`src/rtl/aes_block_dma.sv`:
```
// Block DMA: reads 128-bit plaintext blocks over AXI4-Lite, passes each through an AES core
// and writes the ciphertext back. Defining AES_DMA_IRQ_EN adds a sticky irq output.
module aes_block_dma #(
    parameter int unsigned NBLK_W = 8
) (
    input  logic              clk,
    input  logic              reset,
    input  logic [31:0]       cfg_src,
    input  logic [31:0]       cfg_dst,
    input  logic [NBLK_W-1:0] cfg_nblocks,
    input  logic              cfg_start,
`ifdef AES_DMA_IRQ_EN
    output logic              irq,
`endif
    output logic              busy,
    output logic              done,
    output logic              err,
    output logic              m_axi_awvalid,
    input  logic              m_axi_awready,
    output logic [31:0]       m_axi_awaddr,
    output logic [2:0]        m_axi_awprot,
    output logic              m_axi_wvalid,
    input  logic              m_axi_wready,
    output logic [31:0]       m_axi_wdata,
    output logic [3:0]        m_axi_wstrb,
    input  logic              m_axi_bvalid,
    output logic              m_axi_bready,
    output logic              m_axi_arvalid,
    input  logic              m_axi_arready,
    output logic [31:0]       m_axi_araddr,
    output logic [2:0]        m_axi_arprot,
    input  logic              m_axi_rvalid,
    output logic              m_axi_rready,
    input  logic [31:0]       m_axi_rdata,
    output logic              aes_in_valid,
    input  logic              aes_in_ready,
    output logic [127:0]      aes_in_data,
    input  logic              aes_out_valid,
    output logic              aes_out_ready,
    input  logic [127:0]      aes_out_data
);

    typedef enum logic [2:0] {
        IDLE, RD_ADDR, RD_DATA, AES_SEND, AES_WAIT, WR_XFER, WR_RESP, NEXT
    } state_t;

    state_t            state_q;
    logic [31:0]       src_q, dst_q;
    logic [NBLK_W-1:0] nblk_q, blk_q;
    logic [1:0]        word_q;
    logic [127:0]      blk_data_q;
    logic              busy_q, done_q, err_q;
    logic              arvalid_q, rready_q, awvalid_q, wvalid_q, bready_q;
    logic              aes_in_valid_q, aes_out_ready_q;
    logic [31:0]       araddr_q, awaddr_q, wdata_q;

    function automatic logic [31:0] beat_addr(input logic [31:0]       base,
                                              input logic [NBLK_W-1:0] blk,
                                              input logic [1:0]        word);
        logic [31:0] off;
        off = (32'(blk) << 4) | (32'(word) << 2);
        return base + off;
    endfunction

    logic [1:0]        word_d;
    logic [NBLK_W-1:0] blk_d;
    logic [31:0]       rd_addr_d, wr_addr_d, nxt_rd_addr_d;
    logic              misaligned, cfg_bad, start_acc, done_d;
    logic              aw_pend_d, w_pend_d;

    always_comb begin
        word_d        = word_q + 2'd1;
        blk_d         = blk_q + NBLK_W'(1);
        rd_addr_d     = beat_addr(src_q, blk_q, word_d);
        wr_addr_d     = beat_addr(dst_q, blk_q, word_d);
        nxt_rd_addr_d = beat_addr(src_q, blk_d, 2'd0);
        misaligned    = (|cfg_src[1:0]) | (|cfg_dst[1:0]);
        cfg_bad       = misaligned | (cfg_nblocks == '0);
        start_acc     = (state_q == IDLE) & cfg_start;
        done_d        = (start_acc & cfg_bad) | ((state_q == NEXT) & (blk_d == nblk_q));
        // AW and W complete independently; the beat is finished once neither is still pending
        aw_pend_d     = m_axi_awvalid & ~m_axi_awready;
        w_pend_d      = m_axi_wvalid & ~m_axi_wready;
    end

    always_ff @(posedge clk) begin
        if (reset) begin
            state_q         <= IDLE;
            src_q           <= '0;
            dst_q           <= '0;
            nblk_q          <= '0;
            blk_q           <= '0;
            word_q          <= '0;
            blk_data_q      <= '0;
            busy_q          <= 1'b0;
            done_q          <= 1'b0;
            err_q           <= 1'b0;
            arvalid_q       <= 1'b0;
            rready_q        <= 1'b0;
            awvalid_q       <= 1'b0;
            wvalid_q        <= 1'b0;
            bready_q        <= 1'b0;
            aes_in_valid_q  <= 1'b0;
            aes_out_ready_q <= 1'b0;
            araddr_q        <= '0;
            awaddr_q        <= '0;
            wdata_q         <= '0;
        end else begin
            done_q <= done_d;
            case (state_q)
                IDLE: begin
                    if (cfg_start) begin
                        src_q  <= cfg_src;
                        dst_q  <= cfg_dst;
                        nblk_q <= cfg_nblocks;
                        err_q  <= misaligned;
                        blk_q  <= '0;
                        word_q <= '0;
                        if (!cfg_bad) begin
                            busy_q    <= 1'b1;
                            arvalid_q <= 1'b1;
                            araddr_q  <= cfg_src;
                            state_q   <= RD_ADDR;
                        end
                    end
                end
                RD_ADDR: begin
                    if (m_axi_arready) begin
                        arvalid_q <= 1'b0;
                        rready_q  <= 1'b1;
                        state_q   <= RD_DATA;
                    end
                end
                RD_DATA: begin
                    if (m_axi_rvalid) begin
                        blk_data_q[{word_q, 5'd0} +: 32] <= m_axi_rdata;
                        rready_q <= 1'b0;
                        word_q   <= word_d;
                        if (word_q == 2'd3) begin
                            aes_in_valid_q <= 1'b1;
                            state_q        <= AES_SEND;
                        end else begin
                            arvalid_q <= 1'b1;
                            araddr_q  <= rd_addr_d;
                            state_q   <= RD_ADDR;
                        end
                    end
                end
                AES_SEND: begin
                    if (aes_in_ready) begin
                        aes_in_valid_q  <= 1'b0;
                        aes_out_ready_q <= 1'b1;
                        state_q         <= AES_WAIT;
                    end
                end
                AES_WAIT: begin
                    if (aes_out_valid) begin
                        blk_data_q      <= aes_out_data;
                        aes_out_ready_q <= 1'b0;
                        awvalid_q       <= 1'b1;
                        wvalid_q        <= 1'b1;
                        awaddr_q        <= beat_addr(dst_q, blk_q, 2'd0);
                        wdata_q         <= aes_out_data[31:0];
                        state_q         <= WR_XFER;
                    end
                end
                WR_XFER: begin
                    if (m_axi_awready) awvalid_q <= 1'b0;
                    if (m_axi_wready)  wvalid_q  <= 1'b0;
                    if (!aw_pend_d && !w_pend_d) begin
                        bready_q <= 1'b1;
                        state_q  <= WR_RESP;
                    end
                end
                WR_RESP: begin
                    if (m_axi_bvalid) begin
                        bready_q <= 1'b0;
                        word_q   <= word_d;
                        if (word_q == 2'd3) begin
                            state_q <= NEXT;
                        end else begin
                            awvalid_q <= 1'b1;
                            wvalid_q  <= 1'b1;
                            awaddr_q  <= wr_addr_d;
                            wdata_q   <= blk_data_q[{word_d, 5'd0} +: 32];
                            state_q   <= WR_XFER;
                        end
                    end
                end
                NEXT: begin
                    blk_q <= blk_d;
                    if (blk_d == nblk_q) begin
                        busy_q  <= 1'b0;
                        state_q <= IDLE;
                    end else begin
                        arvalid_q <= 1'b1;
                        araddr_q  <= nxt_rd_addr_d;
                        state_q   <= RD_ADDR;
                    end
                end
                default: state_q <= IDLE;
            endcase
        end
    end

`ifdef AES_DMA_IRQ_EN
    logic irq_q;

    always_ff @(posedge clk) begin
        if (reset)          irq_q <= 1'b0;
        else if (done_d)    irq_q <= 1'b1;
        else if (start_acc) irq_q <= 1'b0;
    end

    assign irq = irq_q;
`endif

    assign busy          = busy_q;
    assign done          = done_q;
    assign err           = err_q;
    assign m_axi_awvalid = awvalid_q;
    assign m_axi_awaddr  = awaddr_q;
    assign m_axi_awprot  = 3'b000;
    assign m_axi_wvalid  = wvalid_q;
    assign m_axi_wdata   = wdata_q;
    assign m_axi_wstrb   = 4'b1111;
    assign m_axi_bready  = bready_q;
    assign m_axi_arvalid = arvalid_q;
    assign m_axi_araddr  = araddr_q;
    assign m_axi_arprot  = 3'b000;
    assign m_axi_rready  = rready_q;
    assign aes_in_valid  = aes_in_valid_q;
    assign aes_in_data   = blk_data_q;
    assign aes_out_ready = aes_out_ready_q;

endmodule
```
`config.mk`:
```
export PLATFORM = sky130hd
export DESIGN_NAME = aes_block_dma
export DESIGN_NICKNAME = d
export VERILOG_FILES = /design/src/rtl/aes_block_dma.sv
export SDC_FILE = /design/constraint.sdc
export NUM_CORES = 1
export LEC_CHECK = 0
export BUFFER_PORTS_ARGS = -buffer_cell sky130_fd_sc_hd__buf_2
export CAP_MARGIN = 20
export CELL_PAD_IN_SITES_DETAIL_PLACEMENT = 0
export CELL_PAD_IN_SITES_GLOBAL_PLACEMENT = 2
export CORE_UTILIZATION = 32
export DETAILED_ROUTE_END_ITERATION = 16
export HOLD_SLACK_MARGIN = 0.06
export PLACE_DENSITY_LB_ADDON = 0.3
export SLEW_MARGIN = 20
export SYNTH_ARGS = -nofsm -noshare
export SYNTH_HDL_FRONTEND = slang
export SYNTH_SLANG_ARGS = --single-unit
export TNS_END_PERCENT = 20
```
`constraint.sdc`:
```
create_clock -name clk -period 9.4 [get_ports clk]
set_clock_uncertainty 0.1 [all_clocks]
set_input_delay 1.88 -clock clk [delete_from_list [all_inputs] [get_ports clk]]
set_output_delay 1.88 -clock clk [all_outputs]
set_load 0.03 [all_outputs]
```
Word level (Yosys, flattened, before mapping)
Cells that the tools add are included.
{"block": "totals", "regBits": 319, "latchBits": 0, "ram_bits": 0, "rom_bits": 0, "inputBits": 242, "out_inout_bits": 244, "word_cells": 162, "n_memories": 0}
{"block": "classes", "addsub": 7, "mul": 0, "div_mod_pow": 0, "magnitude_cmp": 0, "n_eq_ne": 24, "shifts": 3, "n_mux": 64, "bitwise": 11, "n_reduce_logical": 33}
{"operator": "32-bit 2-to-1 mux", "count": 11}
{"operator": "128-bit 2-to-1 mux", "count": 2}
{"operator": "128-bit case mux with 2 select lines", "count": 1}
{"operator": "128-bit bitwise mux", "count": 1}
{"operator": "32-bit case mux with 2 select lines", "count": 2}
{"operator": "32-bit by 9-bit variable shift with 128-bit output, first input constant", "count": 1}
{"operator": "128-bit by 8-bit indexed part select with 32-bit output", "count": 1}
{"operator": "32-bit by 9-bit indexed part select with 128-bit output", "count": 1}
{"operator": "32-bit by 12-bit adder with 32-bit output", "count": 3}
{"operator": "32-bit case mux with 3 select lines", "count": 1}
{"operator": "32-bit adder", "count": 1}
{"operator": "2-bit != test, second input constant", "count": 14}
{"operator": "3-bit 2-to-1 mux", "count": 8}
{"operator": "3-bit case mux with 8 select lines", "count": 1}
{"operator": "1-bit 2-to-1 mux", "count": 21}
{"operator": "8-bit case mux with 2 select lines", "count": 1}
{"operator": "4-bit AND reduction", "count": 4}
{"operator": "2-bit nonzero test", "count": 7}
{"operator": "3-bit == test, second input constant", "count": 4}
{"operator": "12-bit by 4-bit OR with 12-bit output", "count": 1}
{"operator": "3-bit AND reduction", "count": 4}
{"operator": "2-bit 2-to-1 mux", "count": 5}
{"operator": "1-bit case mux with 2 select lines", "count": 5}
{"operator": "5-bit AND reduction", "count": 2}
{"operator": "other kinds (26)", "count": 40}

Logic depth before layout (Yosys ltp)
Gate-level depths: netlist of run 1.
{"block": "depth", "depth_word": 6, "ltp_mapped": 13, "depth_no_buf": 11}

Worst setup path before layout of run 1
OpenSTA, ideal clock, no wires.
{"block": "synth_timing", "kind": "input port to flip-flop", "startpoint": "in cfg_dst[0]", "endpoint": "reg araddr_q[28] (netlist: m_axi_araddr[28])", "setup_ns": 0.091, "arrival_time_ns": 3.455, "required_ns": 9.209, "setup_slack_ns": 5.754, "cell_stages": 8, "n_path_buf": 1, "cell_sequence": "nor4_1 o21ai_1 o211ai_1 o21ai_1 a21oi_2 buf_2 nor2_1 a311oi_1"}
{"block": "synth_via", "elab_chain_cells": 5}
{"item": "from (decl)", "line": "9", "rtl": "input logic [31:0] cfg_dst,"}
{"item": "2-bit OR reduction", "line": "77", "rtl": "misaligned = (|cfg_src[1:0]) | (|cfg_dst[1:0]);"}
{"item": "1-bit OR", "line": "77"}
{"item": "1-bit OR", "line": "78", "rtl": "cfg_bad = misaligned | (cfg_nblocks == '0);"}
{"item": "2-bit != test (no source line)"}
{"item": "6-bit AND reduction (no source line)"}
{"item": "to (signal assigned)", "line": "122", "rtl": "araddr_q <= cfg_src;"}
{"item": "to (signal assigned)", "line": "144", "rtl": "araddr_q <= rd_addr_d;"}
{"item": "to (signal assigned)", "line": "197", "rtl": "araddr_q <= nxt_rd_addr_d;"}
{"item": "to (decl)", "line": "55", "rtl": "logic [31:0] araddr_q, awaddr_q, wdata_q;"}
No other way between the ends.
A chain may end at the register's enable or synchronous reset.

Worst setup path in the final report of run 1
{"block": "layout_timing", "startpoint": "reg state_q[2]", "endpoint": "reg blk_data_q[123] (netlist: aes_in_data[123])"}
{"block": "layout_via", "elab_chain_cells": 3, "word_cells_on_any_way": 7, "classes_between": "eq/ne: 4; mux: 1; reduce/logical: 2"}
{"item": "from (decl)", "line": "47", "rtl": "state_t state_q;"}
{"item": "from (signal assigned)", "line": "88", "rtl": "state_q <= IDLE;"}
{"item": "from (signal assigned)", "line": "123", "rtl": "state_q <= RD_ADDR;"}
{"item": "from (signal assigned)", "line": "131", "rtl": "state_q <= RD_DATA;"}
{"item": "3-bit == test or 3-bit by 2-bit == test with 1-bit output (tied branches)", "line": "110", "rtl": "case (state_q)"}
{"item": "2-bit != test (no source line) or 2-bit nonzero test (tied branches)"}
{"item": "3-bit AND reduction (no source line)"}
{"item": "to (signal, indexed assignment)", "line": "136", "rtl": "blk_data_q[{word_q, 5'd0} +: 32] <= m_axi_rdata;"}
{"item": "to (signal assigned)", "line": "158", "rtl": "blk_data_q <= aes_out_data;"}
{"item": "to (decl)", "line": "51", "rtl": "logic [127:0] blk_data_q;"}
Parallel ways exist; a longest one is shown, timed or not.

==> results.md, run 1 <==
- Chip width: 229 µm
- FFs w/ async S/R, synth: 0
- Initial antenna violation count: 21
- Row count: 82
- Combinational power share: 0.162
- RSZ-0062 raised after global routing: no
- Post-DR vias/cell: 5.45
- Status: finished, final reports clean
- Area leader, netlist: dfxtp_1
- Clock insertion delay at the later pin of the skew report: 0.56 ns
- I/O Pins: 486
- Grt ovf: 0
- Top delay family on crit path: simple AND/OR/NAND/NOR gates
- Commonest non-fill, non-tap cell in the layout: buf_2
- # hold bufs at CTS: 0
- Crit path max fanout: 101
- Post-route cell area: 0.0207 mm²
- GPL Wtd Cong: 0.868
- Final period util: 0.448
- Antenna-violating nets left: 0
- Clock tree buffer depth: 3
- Synthesized instance count: 1949
- Least-Margin Pin Slew: 1.11 ns
- Dpl cell area: 0.0193 mm²
- Crit-path cells: nand2_1 -> nor2_4 -> buf_6 -> nor2_1 -> nor2_4 -> buf_4 -> nor2_1 -> a211oi_1
- Critical Path RT: 9.77 ns
- Clock sinks: 319
- CORE AREA: 0.0506 mm²
- HP Class: reg2reg
- Num CTS Buffers: 41
- Clock share of power: 0.428
- Clock root buffer: clkbuf_16
- WS Path Type: reg2reg
- Met1 usage: 0.314
- GRT Max-Usage Layer: met2
- Fin crit period: 4.21 ns
- Slew margin rel.: 0.261
- Share of cells above drive strength 1: 0.264
- Post-CTS setup buffers: 0
- Die Area: 0.0526 mm²
- GR Util met3: 0.0522
- Die Y: 229 µm
- Yosys reg bits: 319
- Switching pwr: 1.08 mW
- CP peak stage delay: 0.77 ns
- Commonest non-fill, non-tap cells in the layout: 474 x buf_2, 318 x dfxtp_1, 265 x nor2_1
- Largest net degree at the start of global routing: 149
- Sequential area share after synthesis: 0.386
- PostCTS Resize Cnt: 0
- Final setup fails: 0
- TNS Setup: 0 ns
- Synth area leaders: dfxtp_1 39%, a211oi_1 9.1%, a22oi_1 6.2%
- Htree depth: 2
- Clock transition at path regs: 0.06 ns
- Avg Inst Size Synth: 8.48 µm²
- Crit path launch type: flop
- Max Clock Freq: 238 MHz
- Drt drc: 0
- Post-synth EDFFs: 0
- Cell Pwr Density: 178 mW/mm²
- CTS tree: done
- Max IR drop VDD: 0.000128 V
- GRT Total Usage: 0.242
- Slowest CP cell: dfxtp_1
- Port Buffer Count: 475
- Post-synth top flop: dfxtp_1
- HPWL after DPL: 46.1 mm
- Crit path buf inv count: 2
- Final Routed Wirelength: 66.0 mm
- 1st-iter DRT viols: 1039
- Fin nets: 2600
- Switching Share: 0.293
- Final Hold Viols: 0
- Area added between synthesis and finish: 25.0%
- Initial Util: 0.327
- Met2 Usage GRT: 0.397
- Global-route wire length before repair: 99.1 mm
- Wire length per cell: 21.8 µm
- Setup crit end kind: flop
- Vias: 16500
- Internal power: 2.60 mW
- Max-cap violations: 0
- Synth Warn #: 0
- Vias in the first global route: 15800
- Mapped Area: 0.0165 mm²
- Synth unique cells: 72
- WP data arrival: 4.58 ns
- Share of the synthesized area in the top cell type: 0.386
- Drt first pass iters: 6
- Final slew viol count: 0
- Leak: 8.43 nW
- Reg power frac: 0.410
[tightest hold or removal path, cell delays in order, from the launching register on]
cell	delay, ns
dfxtp_1	0.30
nand2_1	0.05
a21oi_1	0.05
[stage by stage]
stage	power (mW)	std cells	utilization	setup slack, ns	hold slack [ns]
2_1_floorplan	1.92	1957	-	5.75	0.332
3_3_place_gp	2.13	2948	0.382	5.00	0.340
3_5_place_dp	2.14	2948	0.382	4.91	0.344
4_1_cts	3.73	3015	0.408	4.93	0.350
5_1_grt	3.84	3024	0.408	4.79	0.368
6_report	3.68	3027	0.409	5.19	0.344
[Yosys cell counts (6+ instances only)]
master,n
a222oi_1,7
a21oi_1,126
a22oi_1,137
nand3_1,23
nor3_1,14
and4_1,11
nand4_1,16
ha_1,35
a31oi_1,10
buf_1,8
mux2i_1,35
dfxtp_1,319
a22o_1,7
and2_1,9
o211ai_1,10
and3_1,17
a21o_1,7
mux4_2,32
nor2b_1,7
xor2_1,19
clkbuf_1,137
buf_2,22
inv_1,21
nand2b_1,11
a211oi_1,201
nand2_1,228
o21ai_0,36
buf_4,11
xnor2_1,55
or3_1,6
o211a_1,6
a311oi_1,14
nor2_1,271
[routing by layer]
metal  wire [µm]  part of all wire
met2       31100              0.47
met4        1810             0.027
met1       28500              0.43
met3        4540             0.069
met5          82            0.0012
[path summary, 6_finish.rpt]
| path | from | to | slack [ns] | depth (start not counted) |
|---|---|---|---|---|
| max | state_q[2] | aes_in_data[123] | 5.19 | 8 |
| min | m_axi_awaddr[8] | m_axi_awaddr[8] | 0.34 | 2 |
| max reg2reg | state_q[2] | aes_in_data[123] | 5.19 | 8 |
| min reg2reg | m_axi_awaddr[8] | m_axi_awaddr[8] | 0.34 | 2 |
[cell type report]
type	count	area (µm²)
Fill cell	5245	29900
Multi-Input combinational cell	1435	9430
Tap cell	672	841
Antenna cell	12	30.0
Clock inverter	6	109
Sequential cell	319	6390
Clock buffer	61	1210
Inverter	22	82.6
Timing Repair Buffer	500	2580
[state kept, by name (all words and copies together) (netlist names), 2 cells and up]
register      flops
aes_in_data     128
blk_q             8
dst_q            32
m_axi_araddr     32
m_axi_awaddr     32
m_axi_wdata      32
nblk_q            8
src_q            32
state_q           3
word_q            2
[power by group through the flow]
stage	sequential, mW	clock [mW]	combinational (mW)
floorplan	1.60	0	0.323
global placement	1.54	0	0.593
detailed placement	1.54	0	0.599
CTS	1.51	1.62	0.601
global route	1.52	1.67	0.651
finish	1.51	1.58	0.596
[cells by family (layout without fill, tap and decap cells)]
group / count (synthesis) / after routing / share of synthesized area
compound gates: 607 / 607 / 0.258
fa+ha+maj: 39 / 39 / 0.0313
other cells: 2 / 22 / 0.000454
xor+xnor: 75 / 75 / 0.0406
simple gates: 632 / 632 / 0.164
flops: 319 / 319 / 0.386
buf+inv: 203 / 589 / 0.0512
mux: 72 / 72 / 0.0682
No activity file was read; power rests on OpenSTA's default activity.
==> run 2, diff against run 1 <==
CORE_UTILIZATION = 27   (was 32)
clock period = 3.4 ns   (was 9.4 ns; I/O delays follow)
==> run 2 against run 1 <==
Setup slack worse by 5.0 ns. Flip-flop and latch count unchanged. Sequential share of layout area down 0.99 points. Hold slack worse by 0.082 ns. Count of clock-buffer cells in the layout down 4. Non-clock buffer count up 35. Die area up 18%. Critical endpoint is now m_axi_araddr[17]. Via count down 0.31%.
==> results.md, run 2 (same netlist as run 1, synthesis figures left out) <==
- FF-to-FF End: m_axi_araddr[17]
- Final Routed Wirelength: 70.6 mm
- Initial Util: 0.273
- R2R setup slack: 0.19 ns
- Max Clock Freq: 311 MHz
- Final slew viol count: 0
- Global-route wire length before repair: 104 mm
- Drt first pass iters: 6
- Final period util: 0.945
- Commonest non-fill, non-tap cell in the layout: buf_2
- Vias in the first global route: 16100
- Die Area: 0.0622 mm²
- CORE AREA: 0.0605 mm²
- Final setup fails: 0
- PnR worst setup slack: 0.188 ns
- Row count: 90
- GPL Wtd Cong: 0.883
- Initial antenna violation count: 15
- Slew margin rel.: 0.299
- WP data arrival: 3.49 ns
- Drt drc: 0
- Post-DR vias/cell: 5.19
- Fin nets: 2636
- Crit path buf inv count: 0
- Max IR drop VDD: 0.000256 V
- Area added between synthesis and finish: 29.1%
- Final Hold Viols: 0
- Pre-CTS WS: -0.0154 ns
- Grt ovf: 0
- WS Path Type: reg2reg
- Fin crit period: 3.21 ns
- Commonest non-fill, non-tap cells in the layout: 474 x buf_2, 318 x dfxtp_1, 264 x nor2_1
- Vias: 16500
- Min-Delay Endpoint: dst_q[13]
- HPWL after DPL: 50.0 mm
- Reg2reg start: blk_q[1]
- I/O Pins: 486
- Post-Layout Cell Count: 3169
- Hold path cells: 3
- Port Buffer Count: 475
- Largest net degree at the start of global routing: 85
- 1st-iter DRT viols: 1062
- Crit path launch type: flop
- Clock insertion delay at the later pin of the skew report: 0.58 ns
- Max-cap violations: 0
- Clock sinks: 319
- Leak: 8.71 nW
- Critical Path RT: 3.68 ns
- Clock tree buffer depth: 3
- Status: finished, final reports clean
- Crit-path cells: ha_2 -> and3_1 -> xnor2_1 -> ha_1 -> and2_1 -> o311a_1 -> a31oi_2 -> nor2_1 -> a222oi_1 -> a311oi_1
- Antenna-violating nets left: 0
- Num CTS Buffers: 41
- Worst hold start: cfg_dst[13]
- R2R cell count: 10
- Htree depth: 2
- GRT Total Usage: 0.218
- CTS tree: done
- Share of cells above drive strength 1: 0.280
- Crit path max fanout: 7
- Clock transition at path regs: 0.06 ns
- Least-Margin Pin Slew: 1.05 ns
- Top delay family on crit path: compound AO/OA/AOI/OAI gates
- Cells after DPL: 3093
- Setup crit end kind: flop
- Cell Pwr Density: 493 mW/mm²
- Slowest CP cell: dfxtp_1
- # hold bufs at CTS: 0
- Die Y: 249 µm
- Post-CTS setup buffers: 0
- Max reg flops: 128
- Wire length per cell: 22.3 µm
- Fill count: 6385
- Chip width: 249 µm
- HP Class: in2reg
- RSZ-0062 raised after global routing: no
- Clock root buffer: clkbuf_16
- CP peak stage delay: 0.46 ns
-- run 2: metrics by stage --
step | power, mW | TNS (ns) | instance area (µm²) | utilization | hold WS (ns)
floorplan | 5.31 | 0 | 16600 | - | 0.332
global placement | 5.98 | 0 | 19900 | 0.329 | 0.343
detailed placement | 6.00 | -0.0290 | 19900 | 0.329 | 0.344
CTS | 10.7 | 0 | 21300 | 0.353 | 0.221
global route | 11.0 | 0 | 21400 | 0.353 | 0.248
finish | 10.5 | 0 | 21400 | 0.353 | 0.262
-- run 2: timing repair --
item,in CTS,in global routing
hold endpoints to repair,0,0
resized for setup,0,5
setup endpoints to repair,0,23
-- run 2: how the worst max path moves through the flow --
| stage | start | cells after the start | slack, ns | to |
|---|---|---|---|---|
| after floorplan | word_q[0] | 11 | 0.18 | m_axi_araddr[23] |
| after global placement | cfg_dst[0] | 9 | 0.03 | m_axi_araddr[14] |
| after detailed placement | cfg_dst[0] | 9 | -0.02 | m_axi_araddr[6] |
| after CTS | blk_q[1] | 10 | 0.04 | m_axi_araddr[17] |
| after global routing | blk_q[1] | 11 | 0.003 | m_axi_araddr[17] |
| final | blk_q[1] | 10 | 0.19 | m_axi_araddr[17] |
-- run 2: tightest hold or removal path, stage by stage --
cell and delay, ns:
buf_2 0.10, nand2_1 0.05, a21oi_1 0.05
-- run 2: power by group --
group	switching, mW	internal [mW]	total [mW]
clock	1.78	2.81	4.59
sequential	0.221	3.96	4.18
combinational	1.14	0.610	1.75
total	3.14	7.38	10.5
-- run 2: routing by layer --
metal	vias up	GRT usage	routed length (µm)
met3	99	0.0561	5110
met2	525	0.365	33800
met5	-	0	99
li1	7958	-	-
met1	7860	0.275	29900
met4	16	0.0593	1620
-- run 2: area by class of cell --
class | instances | area, µm² | area share
timing repair buffer | 535 | 3040 | 0.142
clock buffer | 57 | 1190 | 0.0555
multi-input combinational | 1436 | 9450 | 0.442
sequential | 319 | 6390 | 0.299
tap | 782 | 978 | 0.0458
antenna | 5 | 12.5 | 0.000586
inverter | 22 | 82.6 | 0.00387
clock inverter | 13 | 221 | 0.0104
==> run 3, diff against run 2 <==
--- a/config.mk
+++ b/config.mk
@@ -12,2 +12,3 @@
 export CORE_UTILIZATION = 27
+export CTS_CLUSTER_SIZE = 20
 export DETAILED_ROUTE_END_ITERATION = 16
==> constraint.sdc (replaced) <==
create_clock -name clk -period 3.4 [get_ports clk]
set_clock_uncertainty 0.1 [all_clocks]
set_input_delay 0 -clock clk [delete_from_list [all_inputs] [get_ports clk]]
set_output_delay 0 -clock clk [all_outputs]
set_load 0.03 [all_outputs]
==> run 3 against run 2 <==
Critical path depth shrank 2. Fmax grew 1.4%. Non-clock buffer count grew 380. Largest cell class unchanged. Largest power group unchanged.
==> results.md, run 3 (same netlist as run 1, synthesis figures left out) <==
- Wire length per cell: 20.5 µm
- Initial Util: 0.273
- Switching pwr: 3.16 mW
- Cell Pwr Density: 425 mW/mm²
- Die Area: 0.0622 mm²
- Crit path buf inv count: 4
- Clock sinks: 319
- Final Hold Viols: 0
- Drt drc: 0
- Slowest CP cell: dlygate4sd3_1
- Port Buffer Count: 475
- Clock share of power: 0.415
- HP Class: in2reg
- CTS tree: done
- Vias in the first global route: 18500
- Hold slack final: 0.145 ns
- Commonest non-fill, non-tap cell in the layout: buf_2
- GPL Wtd Cong: 0.883
- Max-cap violations: 0
- Slew margin rel.: 0.376
- Final period util: 0.932
- Clock insertion delay at the later pin of the skew report: 0.57 ns
- GRT Total Usage: 0.228
- Commonest non-fill, non-tap cells in the layout: 474 x buf_2, 388 x dlygate4sd3_1, 317 x dfxtp_1
- Reg power frac: 0.392
- Footprint of the multi-input gates: 0.00945 mm²
- Clock tree buffer depth: 3
- Fin crit period: 3.17 ns
- Switching Share: 0.296
- Internal power: 7.51 mW
- GR Util met3: 0.0557
- Status: finished, final reports clean
- Combinational power share: 0.193
- Crit path launch type: flop
- Leak: 10.0 nW
- CORE AREA: 0.0605 mm²
- Die Y: 249 µm
- CP peak stage delay: 0.60 ns
- Met1 usage: 0.275
- Max Clock Freq: 316 MHz
- RSZ-0062 raised after global routing: no
- Vias: 18200
- Drt first pass iters: 7
- Fin nets: 3016
- Clock transition at path regs: 0.05 ns
- Crit-path cells: inv_1 -> ha_4 -> buf_6 -> and4_1 -> buf_12 -> a22oi_1 -> dlygate4sd3_1 -> a211oi_1
- Post-CTS setup buffers: 0
- Num CTS Buffers: 42
- I/O Pins: 486
- 1st-iter DRT viols: 1041
- Share of cells above drive strength 1: 0.236
- R2R setup slack: 0.23 ns
- Max IR drop VDD: 0.000270 V
- FF/Latch Area: 0.00639 mm²
- Largest net degree at the start of global routing: 130
- Area added between synthesis and finish: 51.9%
- TNS Setup: 0 ns
- Top delay family on crit path: buffers and inverters
- Met2 Usage GRT: 0.389
- Final Routed Wirelength: 72.9 mm
- Row count: 90
- Antenna-violating nets left: 0
- Chip width: 249 µm
- Least-Margin Pin Slew: 0.937 ns
- Critical Path RT: 3.76 ns
- Crit path max fanout: 37
- Setup crit end kind: flop
- WS Path Type: reg2reg
- Post-DR vias/cell: 5.12
- HPWL after DPL: 49.7 mm
- Initial antenna violation count: 7
- WP data arrival: 3.53 ns
- Htree depth: 2
- Final slew viol count: 0
- Clock root buffer: clkbuf_16
- GRT Max-Usage Layer: met2
- Global-route wire length before repair: 111 mm
- Fill count: 6112
- Final setup fails: 0
- Max reg flops: 128
- Grt ovf: 0
## run 3: cell types whose count changed in the layout (fill, tap and decap cells not counted), sizes merged
cell         previous run  this run
clkinv                  5         2
bufinv                  5         2
buf                   535       527
a21oi                 128       127
dlygate4sd3             0       388
diode                   5         3
clkbuf                 57        65
clkinvlp                2         1
## run 3: routing by layer
metal	vias to the layer above	part of all wire	wire length (µm)
met5	-	0.00070	51
met4	8	0.035	2530
met3	144	0.066	4840
met2	590	0.48	35100
met1	8723	0.42	30300
li1	8712	-	-
## run 3: area by class of cell
cell class	count	share of cell area
inverter	22	0.00329
antenna	3	0.000299
multi-input combinational	1435	0.376
clock buffer	65	0.0501
sequential	319	0.254
clock inverter	6	0.00344
timing repair buffer	915	0.273
tap	782	0.0390
## run 3: path summary, 6_finish.rpt
check                  startpoint               to  cells after the start
setup reg to reg        word_q[1]  aes_in_data[36]                      8
hold / removal     cfg_nblocks[1]        nblk_q[1]                      4
hold reg to reg   m_axi_awaddr[0]  m_axi_awaddr[0]                      2
setup / recovery        word_q[1]  aes_in_data[36]                      8
## run 3: power groups by stage
stage | logic (mW) | clock network, mW | registers (mW)
CTS | 2.07 | 4.57 | 4.19
floorplan | 0.893 | 0 | 4.42
finish | 2.06 | 4.43 | 4.19
global route | 2.23 | 4.72 | 4.21
detailed placement | 1.73 | 0 | 4.27
global placement | 1.70 | 0 | 4.26
## run 3: what timing repair did
| item | in CTS | in global routing |
|---|---|---|
| resized for setup | 0 | 8 |
| endpoints found under the hold margin | 301 | 0 |
| hold buffers | 388 | 0 |
| setup endpoints to repair | 0 | 86 |
## run 3: worst reg2reg max path: stages (launching register included)
cell,delay (ns)
dfxtp_1,0.36
inv_1,0.11
ha_4,0.34
buf_6,0.53
and4_1,0.38
buf_12,0.23
a22oi_1,0.15
dlygate4sd3_1,0.60
a211oi_1,0.26
## run 3: through the flow
step	power (mW)	worst slack [ns]	std cells	instance area, µm²	utilization
3_5_place_dp	5.99	0.179	3085	19900	0.328
2_1_floorplan	5.31	0.179	1957	16600	-
4_1_cts	10.8	0.0203	3544	25100	0.415
5_1_grt	11.2	0.0132	3547	25100	0.415
3_3_place_gp	5.96	0.195	3084	19800	0.328
6_report	10.7	0.233	3547	25100	0.415
